<file path="config.mk">
export PLATFORM = sky130hd
export DESIGN_NAME = wrr_arbiter
export DESIGN_NICKNAME = d
export VERILOG_FILES = /design/src/rtl/wrr_arbiter.sv
export SDC_FILE = /design/constraint.sdc
export NUM_CORES = 1
export LEC_CHECK = 0
export ABC_AREA = 1
export CAP_MARGIN = 30
export CORE_MARGIN = 4
export CORE_UTILIZATION = 60
export DETAILED_ROUTE_END_ITERATION = 16
export DONT_BUFFER_PORTS = 1
export HOLD_SLACK_MARGIN = 0.1
export PLACE_DENSITY = 0.85
export SLEW_MARGIN = 20
export SYNTH_ARGS = -nofsm -noshare
export SYNTH_HDL_FRONTEND = slang
export SYNTH_SLANG_ARGS = --single-unit
</file>
<file path="constraint.sdc">
create_clock -name clk -period 3 [get_ports clk]
set_input_delay 0.6 -clock clk [delete_from_list [all_inputs] [get_ports clk]]
set_output_delay 0.6 -clock clk [all_outputs]
set_load 0.02 [all_outputs]
</file>
<file path="src/rtl/wrr_arbiter.sv">
// Weighted round-robin arbiter: N requesters, per-master burst weight, registered one-hot grant.
// Define WRR_LOCK_EN to add a per-master lock input that extends the granted master's quantum.
`timescale 1ns/1ps
module wrr_arbiter #(
    parameter int unsigned  N  = 4,
    parameter int unsigned  WW = 4,
    localparam int unsigned IW = $clog2(N)
) (
    input  logic            clk,
    input  logic            rst,
    input  logic [N-1:0]    req,
    input  logic [N*WW-1:0] weight,
`ifdef WRR_LOCK_EN
    input  logic [N-1:0]    lock,
`endif
    output logic [N-1:0]    grant,
    output logic [IW-1:0]   grant_id,
    output logic            busy
);

    typedef enum logic [0:0] {
        S_IDLE  = 1'b0,
        S_GRANT = 1'b1
    } state_t;

    state_t          state;
    state_t          state_n;
    logic [IW-1:0]   cur;
    logic [IW-1:0]   cur_n;
    logic [WW-1:0]   credit;
    logic [WW-1:0]   credit_n;
    logic [IW-1:0]   ptr;
    logic [IW-1:0]   ptr_n;
    logic [N-1:0]    grant_n;
    logic [IW-1:0]   grant_id_n;
    logic            busy_n;

    logic [N-1:0]    eligible;
    logic [IW-1:0]   start;
    logic [IW-1:0]   sel;
    logic            found;
    logic            hold_lock;
    logic            rearb;

    // Modulo-N addition keeps indices inside 0..N-1 even when N is not a power of two.
    function automatic logic [IW-1:0] mod_add(input logic [IW-1:0] base, input int unsigned off);
        int unsigned s;
        s = 32'(base) + off;
        if (s >= N) begin
            s = s - N;
        end
        return IW'(s);
    endfunction

    always_comb begin
        eligible = '0;
        for (int unsigned i = 0; i < N; i++) begin
            eligible[i] = req[i] && (weight[i*WW +: WW] != '0);
        end
    end

    // First eligible master at or after start, wrapping; on re-arbitration cur is checked last.
    always_comb begin
        start = (state == S_GRANT) ? mod_add(cur, 1) : ptr;
        found = 1'b0;
        sel   = '0;
        for (int unsigned k = 0; k < N; k++) begin
            if (!found && eligible[mod_add(start, k)]) begin
                found = 1'b1;
                sel   = mod_add(start, k);
            end
        end
    end

`ifdef WRR_LOCK_EN
    assign hold_lock = lock[cur];
`else
    assign hold_lock = 1'b0;
`endif

    always_comb begin
        state_n    = state;
        cur_n      = cur;
        credit_n   = credit;
        ptr_n      = ptr;
        rearb      = 1'b0;
        grant_n    = '0;
        grant_id_n = '0;
        busy_n     = 1'b0;

        case (state)
            S_IDLE: begin
                rearb = 1'b1;
            end
            S_GRANT: begin
                if (!req[cur] || ((credit == WW'(1)) && !hold_lock)) begin
                    rearb = 1'b1;
                end else if (credit > WW'(1)) begin
                    credit_n = credit - WW'(1);
                end
            end
            default: begin
                rearb = 1'b1;
            end
        endcase

        // A new grant samples the winner's weight once; later weight changes are ignored.
        if (rearb) begin
            if (found) begin
                state_n  = S_GRANT;
                cur_n    = sel;
                credit_n = weight[32'(sel)*WW +: WW];
                ptr_n    = mod_add(sel, 1);
            end else begin
                state_n  = S_IDLE;
            end
        end

        if (state_n == S_GRANT) begin
            grant_n    = N'(1) << cur_n;
            grant_id_n = cur_n;
            busy_n     = 1'b1;
        end
    end

    always_ff @(posedge clk or posedge rst) begin
        if (rst) begin
            state    <= S_IDLE;
            cur      <= '0;
            credit   <= '0;
            ptr      <= '0;
            grant    <= '0;
            grant_id <= '0;
            busy     <= 1'b0;
        end else begin
            state    <= state_n;
            cur      <= cur_n;
            credit   <= credit_n;
            ptr      <= ptr_n;
            grant    <= grant_n;
            grant_id <= grant_id_n;
            busy     <= busy_n;
        end
    end

endmodule

</file>
# ---- After elaboration in Yosys (flattened, before gate mapping)
# Cells that the tools add are included.
# W data, S select, Z words.
dict set report totals {
  reg_bits 16
  output_inout_bits 7
  input_bits 22
}
dict set report classes {
  bitwise 1
  eq_ne 1
  shifts 2
  magnitude_cmp 12
  n_reduce_logical 17
  mux 39
  n_addsub 12
}
# op n
set op_table {}
lappend op_table {{$mux W2} 14}
lappend op_table {{$mux W4} 6}
lappend op_table {{$reduce_bool A4 Y1} 4}
lappend op_table {{$shiftx A16 B5 Y4} 1}
lappend op_table {{$ge A3 B3 Y1 const B} 5}
lappend op_table {{$lt A2 B3 Y1 const B} 5}
lappend op_table {{$mux W1} 13}
lappend op_table {{$sub A2 B1 Y2 const B} 6}
lappend op_table {{$bmux W1 S2} 5}
lappend op_table {{$add A2 B1 Y3 const B} 3}
lappend op_table {{$logic_and A1 B1 Y1} 7}
lappend op_table {{$add A2 B2 Y3 const B} 2}
lappend op_table {{$eq A4 B1 Y1 const B} 1}
lappend op_table {{$gt A4 B1 Y1 const B} 1}
lappend op_table {{$logic_not A1 Y1} 4}
lappend op_table {{$shl A1 B2 Y4 const A} 1}
lappend op_table {{$sub A4 B1 Y4 const B} 1}
lappend op_table {{$ge A2 B3 Y1 const B} 1}
lappend op_table {{$pmux W1 S2} 1}
lappend op_table {{$reduce_and A2 Y1} 1}
lappend op_table {{$logic_or A1 B1 Y1} 1}
lappend op_table {{$not A1 Y1} 1}

# ---- Logic depth before layout (Yosys ltp)
# Gate-level depths: netlist of the first run.
dict set report depth {
  ltp_word 22
  mapped_depth 18
  ltp_nobuf 18
}

# ---- Worst setup path after synthesis of the first run
# No wires, ideal clock.
dict set report synth_timing {
  path_type {register to register}
  start {reg, netlist name busy}
  end {reg grant[0]}
  required_ns 2.920
  n_path_buf 1
  synth_period_minus_slack_ns 2.077
  arrival_ns 1.997
  path_stages_with_launch 14
  path_slack_ns 0.923
  cell_sequence {dfrtp_1 or2_1 nand2_4 nand2_1 nand3_1 nand2_2 nor2_4 nand3b_4 inv_2 nor2_4 buf_6 o21ai_2 inv_2 nor3_2}
}
# item line
set synth_lines {}
lappend synth_lines {{to (signal assigned)} 140} ;# grant <= grant_n;
lappend synth_lines {{to (decl)} 16} ;# output logic [N-1:0] grant,

==> impl_metrics.ini, run 1 <==
[global_route]
use_met2_pct = 37.4
top_usage_layer = met2
use_met1_pct = 23.6
grt_pass1_wl_mm = 4.49
grt_util_all_layers_pct = 21.1
grt_overflow = 0
grt_antenna_before_repair = 0
grt_max_degree = 16
grt_pass1_vias = 1121
grt_use_met3_pct = 4.23

[clock_tree]
cts_resized = 0
tritoncts = built
postCtsSetupBuffers = 0
htreeDepth = 1
clockRootBuffer = clkbuf_4
cts_buffer_depth = 2
cts_buffers = 3
ctsHoldBuffers = 0
insertion_delay_ps = 280
cts.sinks = 15
cts.clk_slew.worst_paths_ps = 80

[route]
avgRoutedWirePerCell_um = 12.7
drtIter0Drc = 33
vias = 1173
wirelength_mm = 2.69
antenna_left = 0
route.detailed.drc = 0
viasPerCell = 5.56
drt-pass1-iter-count = 4

[sta]
max_freq_ghz = 0.411
maxSlewViolCount = 0
rsz0062_at_grt = false
fin_hold_ws_ps = 244
setup_viol_count_final = 0
hold_viol = 0
tns_ps = 0
min_period_ps = 2440
finalClockSkew_ps = 1.02
slew_headroom_pct = 63.9
tightest_slew_ps = 541
fin_crit_sh_pct = 81.2

[floorplanning]
die_area_um2 = 2810
die_w_um = 53.0
start_util_pct = 62.7
io_pins = 29
rows = 16
die_y_um = 53.0
coreArea_um2 = 1940

[setup_path]
rrSetupSlack_ps = 560
r2r_cells = 13
path_class = register to register
required_ps = 3210
arrival_ps = 2640
crit_start = busy$_DFF_PP0_
cp_max_fo = 11
cp-end-kind = register
start_kind = register
r2r-end = grant[0]$_DFF_PP0_
r2r-start = busy$_DFF_PP0_

[layout]
nets = 209
final.fill_count = 170
diodes = 0
area_growth_pct = 4.11
drive_gt1_share_pct = 14.7

[placed_design]
numPortBuffers = 0
dp_hpwl_mm = 2.25
gp_congestion = 0.906

[run_status]
status = finished, final reports clean

[worst_hold_path]
hp-class = primary input to async pin

[run]
drv_cap = 0

[yosys]
syn_area_um2 = 1220
yosysWarnings = 0
synth.avg_cell_area_um2 = 6.73
synth.area.top_cells = dfrtp_1 (31%), nand3_1 (15%), nand2_1 (14%)
ys_ff_latch = 15
synth.yosys.seq_area_share_pct = 30.8
syn_nets = 205
synthCells = 181
ys_types = 26
synth_top_area_cell = dfrtp_1
yosysTopAreaCellShare_pct = 30.8
logic make-up (layout without fill, tap and decap cells):
family,after synthesis,count (layout),synth area share [%]
AOI/OAI and AO/OA,16,16,8.94
xor gates and xnor gates,1,1,0.720
adders and majority gates,2,2,2.06
buffers and inverters,25,28,8.32
DFF,15,15,30.8
muxes,1,1,0.822
and+or+nand+nor,121,121,48.3
worst max-delay path, cell delays in order (launching register included):
cell      delay, ps
dfrtp_1         530
or2_1           360
nand2_4         140
nand2_2          80
nand2_2         100
nand2_1          80
o21ai_0          90
nand3b_4        230
inv_2            70
nor2_4          270
nand2_2         120
o21ai_2         120
inv_2            80
nor3_2          100
cell usage in the layout (no fill, tap or decap), drive strengths merged, types with 2 or more instances in the layout:
master | synthesis | final
nor3 | 3 | 3
dfrtp | 15 | 15
ha | 2 | 2
o21ai | 10 | 10
nand2 | 58 | 58
clkbuf | 0 | 3
inv | 24 | 24
a21oi | 2 | 2
nor2 | 20 | 20
nand3 | 37 | 37
o22ai | 2 | 2
cell type report:
class | count | area, µm² | share of cell area [%]
multi-input combinational | 141 | 741 | 58.4
sequential | 15 | 375 | 29.6
inverter | 24 | 90.1 | 7.11
tap | 27 | 33.8 | 2.67
clock buffer | 3 | 22.5 | 1.78
clock inverter | 1 | 5.00 | 0.395
flip-flops by register name, indices dropped and copies added, names as in the netlist:
name	flops
grant	4
cur	2
busy	1
grant_id	2
ptr	2
credit	4
per-stage QoR:
stage	cells	cell area [µm²]	setup WS [ps]	utilization, %
floorplan	181	1220	923	-
global placement	207	1240	668	63.9
detailed placement	207	1240	598	63.9
CTS	211	1270	573	65.3
global route	211	1270	359	65.3
finish	211	1270	565	65.3
layer usage:
metal  wire (µm)  vias to the layer above
met3         150                        6
li1            -                      593
met5           0                        -
met4          75                        0
met1        1110                      533
met2        1350                       41
how the worst max path moves through the flow:
stage                              end  cells after the start
finish              grant[0]$_DFF_PP0_                     13
global route        grant[0]$_DFF_PP0_                     13
CTS                 grant[2]$_DFF_PP0_                     13
detailed placement  grant[0]$_DFF_PP0_                     13
global placement    grant[0]$_DFF_PP0_                     13
floorplan           grant[0]$_DFF_PP0_                     13
synthesized netlist by cell type, drive strengths merged:
cell type	number
mux2i	1
a31oi	1
nand3	37
nor3	3
nor2	20
or2	1
ha	2
a21oi	2
xor2	1
o21ai	10
buf	1
dfrtp	15
o211ai	1
nand4	1
o22ai	2
inv	24
nand2	58
nand3b	1
Power of run 1 is not shown: default switching activity piles up to over one toggle a cycle in this logic, so the estimate is an artifact.
==> run 2, diff against run 1 <==
- CORE_UTILIZATION: 60 -> 56
- PLACE_DENSITY: 0.85 -> 0.83
- clock period: 3 -> 2 ns (I/O delays scaled with it)
==> impl_metrics.ini, run 2 (synthesis results as in run 1) <==
[run_status]
status = complete, but fails checks
failed_checks = setup timing

[floorplanning]
coreArea_um2 = 2020
start_util_pct = 60.2
die_w_um = 54.6
die_area_um2 = 2980
die_y_um = 54.6
io_pins = 29
rows = 16

[layout]
reg_top3 = credit x4, grant x4
nets = 244
drive_gt1_share_pct = 45.2
final.fill_count = 99
layout_common_cells = nand2_1 (34), buf_4 (27), nand3_1 (22)
final_common_cell = nand2_1
seq_area_um2 = 378
final_cells = 246
diodes = 0
multi_input_area_um2 = 960
area_growth_pct = 46.5
utilization_pct = 88.2

[route]
vias = 1508
drtIter0Drc = 75
avgRoutedWirePerCell_um = 18.5
route.detailed.drc = 0
drt-pass1-iter-count = 4
viasPerCell = 6.13
antenna_left = 0
wirelength_mm = 4.55

[setup_path]
arrival_ps = 2480
start_kind = register
crit_buf_inv = 3
rrSetupSlack_ps = -270
required_ps = 2210
path_class = register to register
path_delay_family = simple AND/OR/NAND/NOR gates
critPathSlowestCell = dfrtp_2
cp_max_fo = 8
cp-end-kind = register
max_stage_delay_ps = 490
cp_cell_sequence = o21ai_4, nand3_1, nand2_2, nand2_2, o21ai_4, nor2_4, nand3b_4, inv_4, nor2_4, buf_6, buf_6, o22ai_4, nor2_2

[sta]
rsz0062_at_grt = true
slew_headroom_pct = 63.2
setup_viol_count_final = 14
hold_viol = 0
max_freq_ghz = 0.441
setup_ws_ps = -266
fin_crit_sh_pct = 113
maxSlewViolCount = 0
min_period_ps = 2270
tightest_slew_ps = 551
finalClockSkew_ps = 8.65

[placed_design]
numPortBuffers = 0
numPlacedInstances = 226
dp_slack_ps = -190
dp_hpwl_mm = 2.45
gp_congestion = 0.876

[clock_tree]
htreeDepth = 1
clockRootBuffer = clkbuf_4
insertion_delay_ps = 290
cts.clk_slew.worst_paths_ps = 90
cts_buffer_depth = 2
cts_buffers = 3
tritoncts = built
cts.sinks = 15

[global_route]
grt_max_degree = 16
grt_pass1_wl_mm = 5.10
grt_pass1_vias = 1242
grt_util_all_layers_pct = 23.8
grt_antenna_before_repair = 0
grt_overflow = 0

[worst_hold_path]
hp-class = primary input to register

[run]
drv_cap = 0
run 2: cell types whose count changed in the layout (fill, tap and decap cells not counted), moves of 2 or more:
cell | before | now
o21ai_4 | 1 | 4
o21ai_0 | 6 | 3
nor2_1 | 18 | 16
nand2_2 | 9 | 16
nand3_4 | 0 | 2
nand3_1 | 36 | 22
dfrtp_2 | 0 | 2
nand2_4 | 2 | 7
inv_1 | 21 | 19
buf_4 | 0 | 27
nand3_2 | 1 | 13
dfrtp_1 | 15 | 13
nand2_1 | 47 | 34
buf_6 | 0 | 7
run 2: per-stage QoR:
stage / instance area, µm² / TNS [ps] / hold WS (ps)
floorplan: 1220 / -2.92 / 301
global placement: 1390 / -123 / 353
detailed placement: 1390 / -1810 / 364
CTS: 1550 / -604 / 372
global route: 1780 / -3590 / 410
finish: 1780 / -2380 / 393
run 2: worst paths after layout:
| path | startpoint | end | cells after the start |
|---|---|---|---|
| min reg2reg | ptr[0]$_DFFE_PP0P_ | ptr[0]$_DFFE_PP0P_ | 2 |
| max | busy$_DFF_PP0_ | ptr[1]$_DFFE_PP0P_ | 13 |
| min in group asynchronous | rst | grant[2]$_DFF_PP0_ | 2 |
| max in group asynchronous | rst | busy$_DFF_PP0_ | 2 |
| min | weight[10] | credit[2]$_DFF_PP0_ | 4 |
| max reg2reg | busy$_DFF_PP0_ | ptr[1]$_DFFE_PP0P_ | 13 |
run 2: metal layers:
layer	track usage, %	vias up	routed length [µm]
met4	14.5	0	269
met5	0	-	0
met2	43.5	95	2240
met1	24.9	711	1730
met3	4.09	34	309
li1	-	668	-
run 2: area by class of cell:
cell class | count | area share [%]
multi-input combinational | 141 | 53.8
sequential | 15 | 21.2
timing repair buffer | 35 | 16.4
inverter | 24 | 5.19
tap | 27 | 1.89
clock buffer | 3 | 1.26
clock inverter | 1 | 0.281
run 2: tightest hold or removal path, cell delays in order:
cell	delay [ps]
nand2_1	40
nand3_1	60
nand3_1	70
nand2_1	70
run 2: timing repair:
action / in CTS / in global routing
endpoints found under the setup margin: 14 / 14
buffers inserted: 7 / 8
pin swaps: 13 / 30
hold buffers: 1 / 0
gates resized for setup: 19 / 42
endpoints found under the hold margin: 15 / 0
Power of run 2 is left out for the same reason.
==> run 3, diff against run 2 <==
- CAP_MARGIN: 30 -> unset
- GPL_ROUTABILITY_DRIVEN: unset -> 0
==> results of run 3 <==
Same layout as run 2: the final DEF is identical, and so are final timing and power.
Power of run 3 is left out for the same reason.
==> variant: new RTL, config.mk and constraints of run 2 <==
The parameter `N` goes from 4 to 8.
--- a/src/rtl/wrr_arbiter.sv
+++ b/src/rtl/wrr_arbiter.sv
@@ -2,7 +2,7 @@
 // Define WRR_LOCK_EN to add a per-master lock input that extends the granted master's quantum.
 `timescale 1ns/1ps
 module wrr_arbiter #(
-    parameter int unsigned  N  = 4,
+    parameter int unsigned  N  = 8,
     parameter int unsigned  WW = 4,
     localparam int unsigned IW = $clog2(N)
 ) (
Ports: changed (resized grant, grant_id, req and weight); port bits go from 29 to 54. No check against the original RTL was run, so the function may have changed too.
==> variant against run 2 <==
The run still ends with negative setup slack left. Global-route usage rose by 8.1 points. Routed wire length rose to 2.6 times the old value. Clock skew fell by 0.0063 ns. Sequential cell count rose by 7. Setup slack got worse by 0.85 ns. Sequential share of layout area fell by 6.9 points. Area after synthesis rose by 120%. Cell area rose by 120%. Via count rose to 2.5 times the old value. Largest cell class unchanged. Highest routed layer unchanged.
Power is left out: the tool's default activity adds up to more than one toggle a clock period on the data nets, which glitch-free logic cannot reach.
==> variant: results (changes against run 2) <==
Finish
  – Nets@finish: 574 (was 244)
  – Fillers: 231 (was 99)
  – Biggest regs: grant (8), credit (4) (was credit (4), grant (4))
  – Top reg by flops: grant
  – Layout cells sized above 1: 38.6% (was 45.2%)

Global route
  – Global routing met3 resource utilization: 5.50% (was 4.09%)
  – Met2 Track Usage GR: 55.5% (was 43.5%)
  – Total Routing Usage GR: 31.9% (was 23.8%)
  – Antenna violations before repair: 0 (unchanged)
  – Number of global-route vias before repair: 3,371 (was 1,242)
  – GR Util met1: 37.7% (was 24.9%)
  – Largest net degree at the start of global routing: 17 (was 16)
  – First-pass GRT wire length: 15.6 mm (was 5.10 mm)

Outcome
  – Status: finished, violations left (unchanged)
  – Failing checks: negative setup slack (unchanged)

Place
  – Worst slack, placed: -1.02 ns (was -0.190 ns)
  – IO buf count: 0 (unchanged)
  – Detailed placer's ending HPWL: 6.49 mm (was 2.45 mm)
  – Routability-driven placement congestion ratio: 1.05 (was 0.876)

Worst setup path
  – Critical path fanouts, max: 5 (was 8)
  – Critical Path Slowest Stage Cell: dfrtp_1 (was dfrtp_2)
  – Critical Path AT: 3.27 ns (was 2.48 ns)
  – Largest stage delay, worst path: 0.46 ns (was 0.49 ns)

Yosys
  – Ranking of synthesized cells by area: dfrtp_1 21%, nand2_1 20%, nand3_1 15% (was dfrtp_1 31%, nand3_1 15%, nand2_1 14%)
  – Syn Nets: 490 (was 205)
  – Yosys cell types: 37 (was 26)
  – Synth top cells by count: 144 x nand2_1, 82 x nand3_1, 48 x nor2_1 (was 47 x nand2_1, 36 x nand3_1, 21 x inv_1)
  – Synth Warn #: 0 (unchanged)
  – Register area share after synthesis: 20.8% (was 30.8%)

Route
  – Initial DRC Count: 455 (was 75)
  – Metal1 wirelength: 3.83 mm (was 1.73 mm)
  – Routed wl met2: 5.42 mm (was 2.24 mm)
  – Drt first pass iters: 8 (was 4)
  – Max Used Layer: met4 (unchanged)
  – Routed length per placed instance: 20.2 microns (was 18.5 microns)
  – DR vias/cell: 6.58 (was 6.13)
  – Met3 wire len: 1.43 mm (was 309 microns)

Clock tree
  – Num CTS Buffers: 3 (unchanged)
  – Htree depth: 1 (unchanged)
  – Clk Latency, worst-skew pair: 0.27 ns (was 0.29 ns)
  – Clk buf depth: 2 (unchanged)
  – Clock-pin slew on the worst setup and hold paths: 0.09 ns (about the same)
  – Root Driver: clkbuf_8 (was clkbuf_4)

Hold path
  – Worst Hold Class: input port to register (unchanged)

STA
  – Final hold viol count: 0 (unchanged)
  – Worst Setup Slack, final: -1.12 ns (was -0.266 ns)
  – Setup Skew: 0.00231 ns (was 0.00865 ns)
  – Endpoints failing setup: 22 (was 14)
  – Relative slew slack: 60.3% (was 63.2%)
variant: layout make-up:
type	instances	area (sq um)	area share, %
clock buffers	3	41.3	1.07
repair buffers	88	776	20.1
flip-flops and latches	22	553	14.3
inverters	55	216	5.60
multi-input cells	357	2180	56.5
clock inverters	1	30.0	0.777
well taps	52	65.1	1.68
variant: kinds of logic (layout without fill, tap and decap cells):
group	Yosys count	count (layout)	share of synthesized area (%)
buf+inv	65	147	11.0
xor+xnor	2	2	0.661
fa+ha+maj	5	5	2.36
simple gates	321	322	57.7
compound gates	28	28	7.50
flops	22	22	20.8
variant: worst max-delay path, delay by kind of cell (launching register included):
family	cells	cell delay (ns)
simple gates	14	1.45
fa+ha+maj	2	0.59
flops	1	0.46
buf+inv	3	0.40
compound gates	1	0.08
variant: path summary, 6_finish.rpt:
path	cells after the start	slack, ns	end	startpoint
worst max-delay path	20	-1.12	credit[2]	cur[1]
worst min-delay path	4	0.45	credit[0]	weight[12]
worst max register to register	20	-1.12	credit[2]	cur[1]
worst min register to register	2	0.67	ptr[0]	ptr[0]
max in group asynchronous	3	0.82	grant_id[0]	rst
min in group asynchronous	2	0.64	credit[3]	rst
variant: repair_timing:
| item | 4_1_cts | 5_1_grt |
|---|---|---|
| pin swaps | 9 | 30 |
| endpoints found under the hold margin | 14 | 0 |
| cloned | 0 | 3 |
| setup buffers | 11 | 14 |
| endpoints found under the setup margin | 22 | 22 |
| hold buffers | 1 | 0 |
| gates resized for setup | 23 | 63 |
variant: through the flow:
step / std cells / area [sq um] / TNS, ns
2_1_floorplan: 443 / 2740 / -17.38
3_3_place_gp: 545 / 3180 / -19.18
3_5_place_dp: 545 / 3180 / -19.99
4_1_cts: 561 / 3490 / -17.29
5_1_grt: 578 / 3860 / -25.10
6_report: 578 / 3860 / -22.29
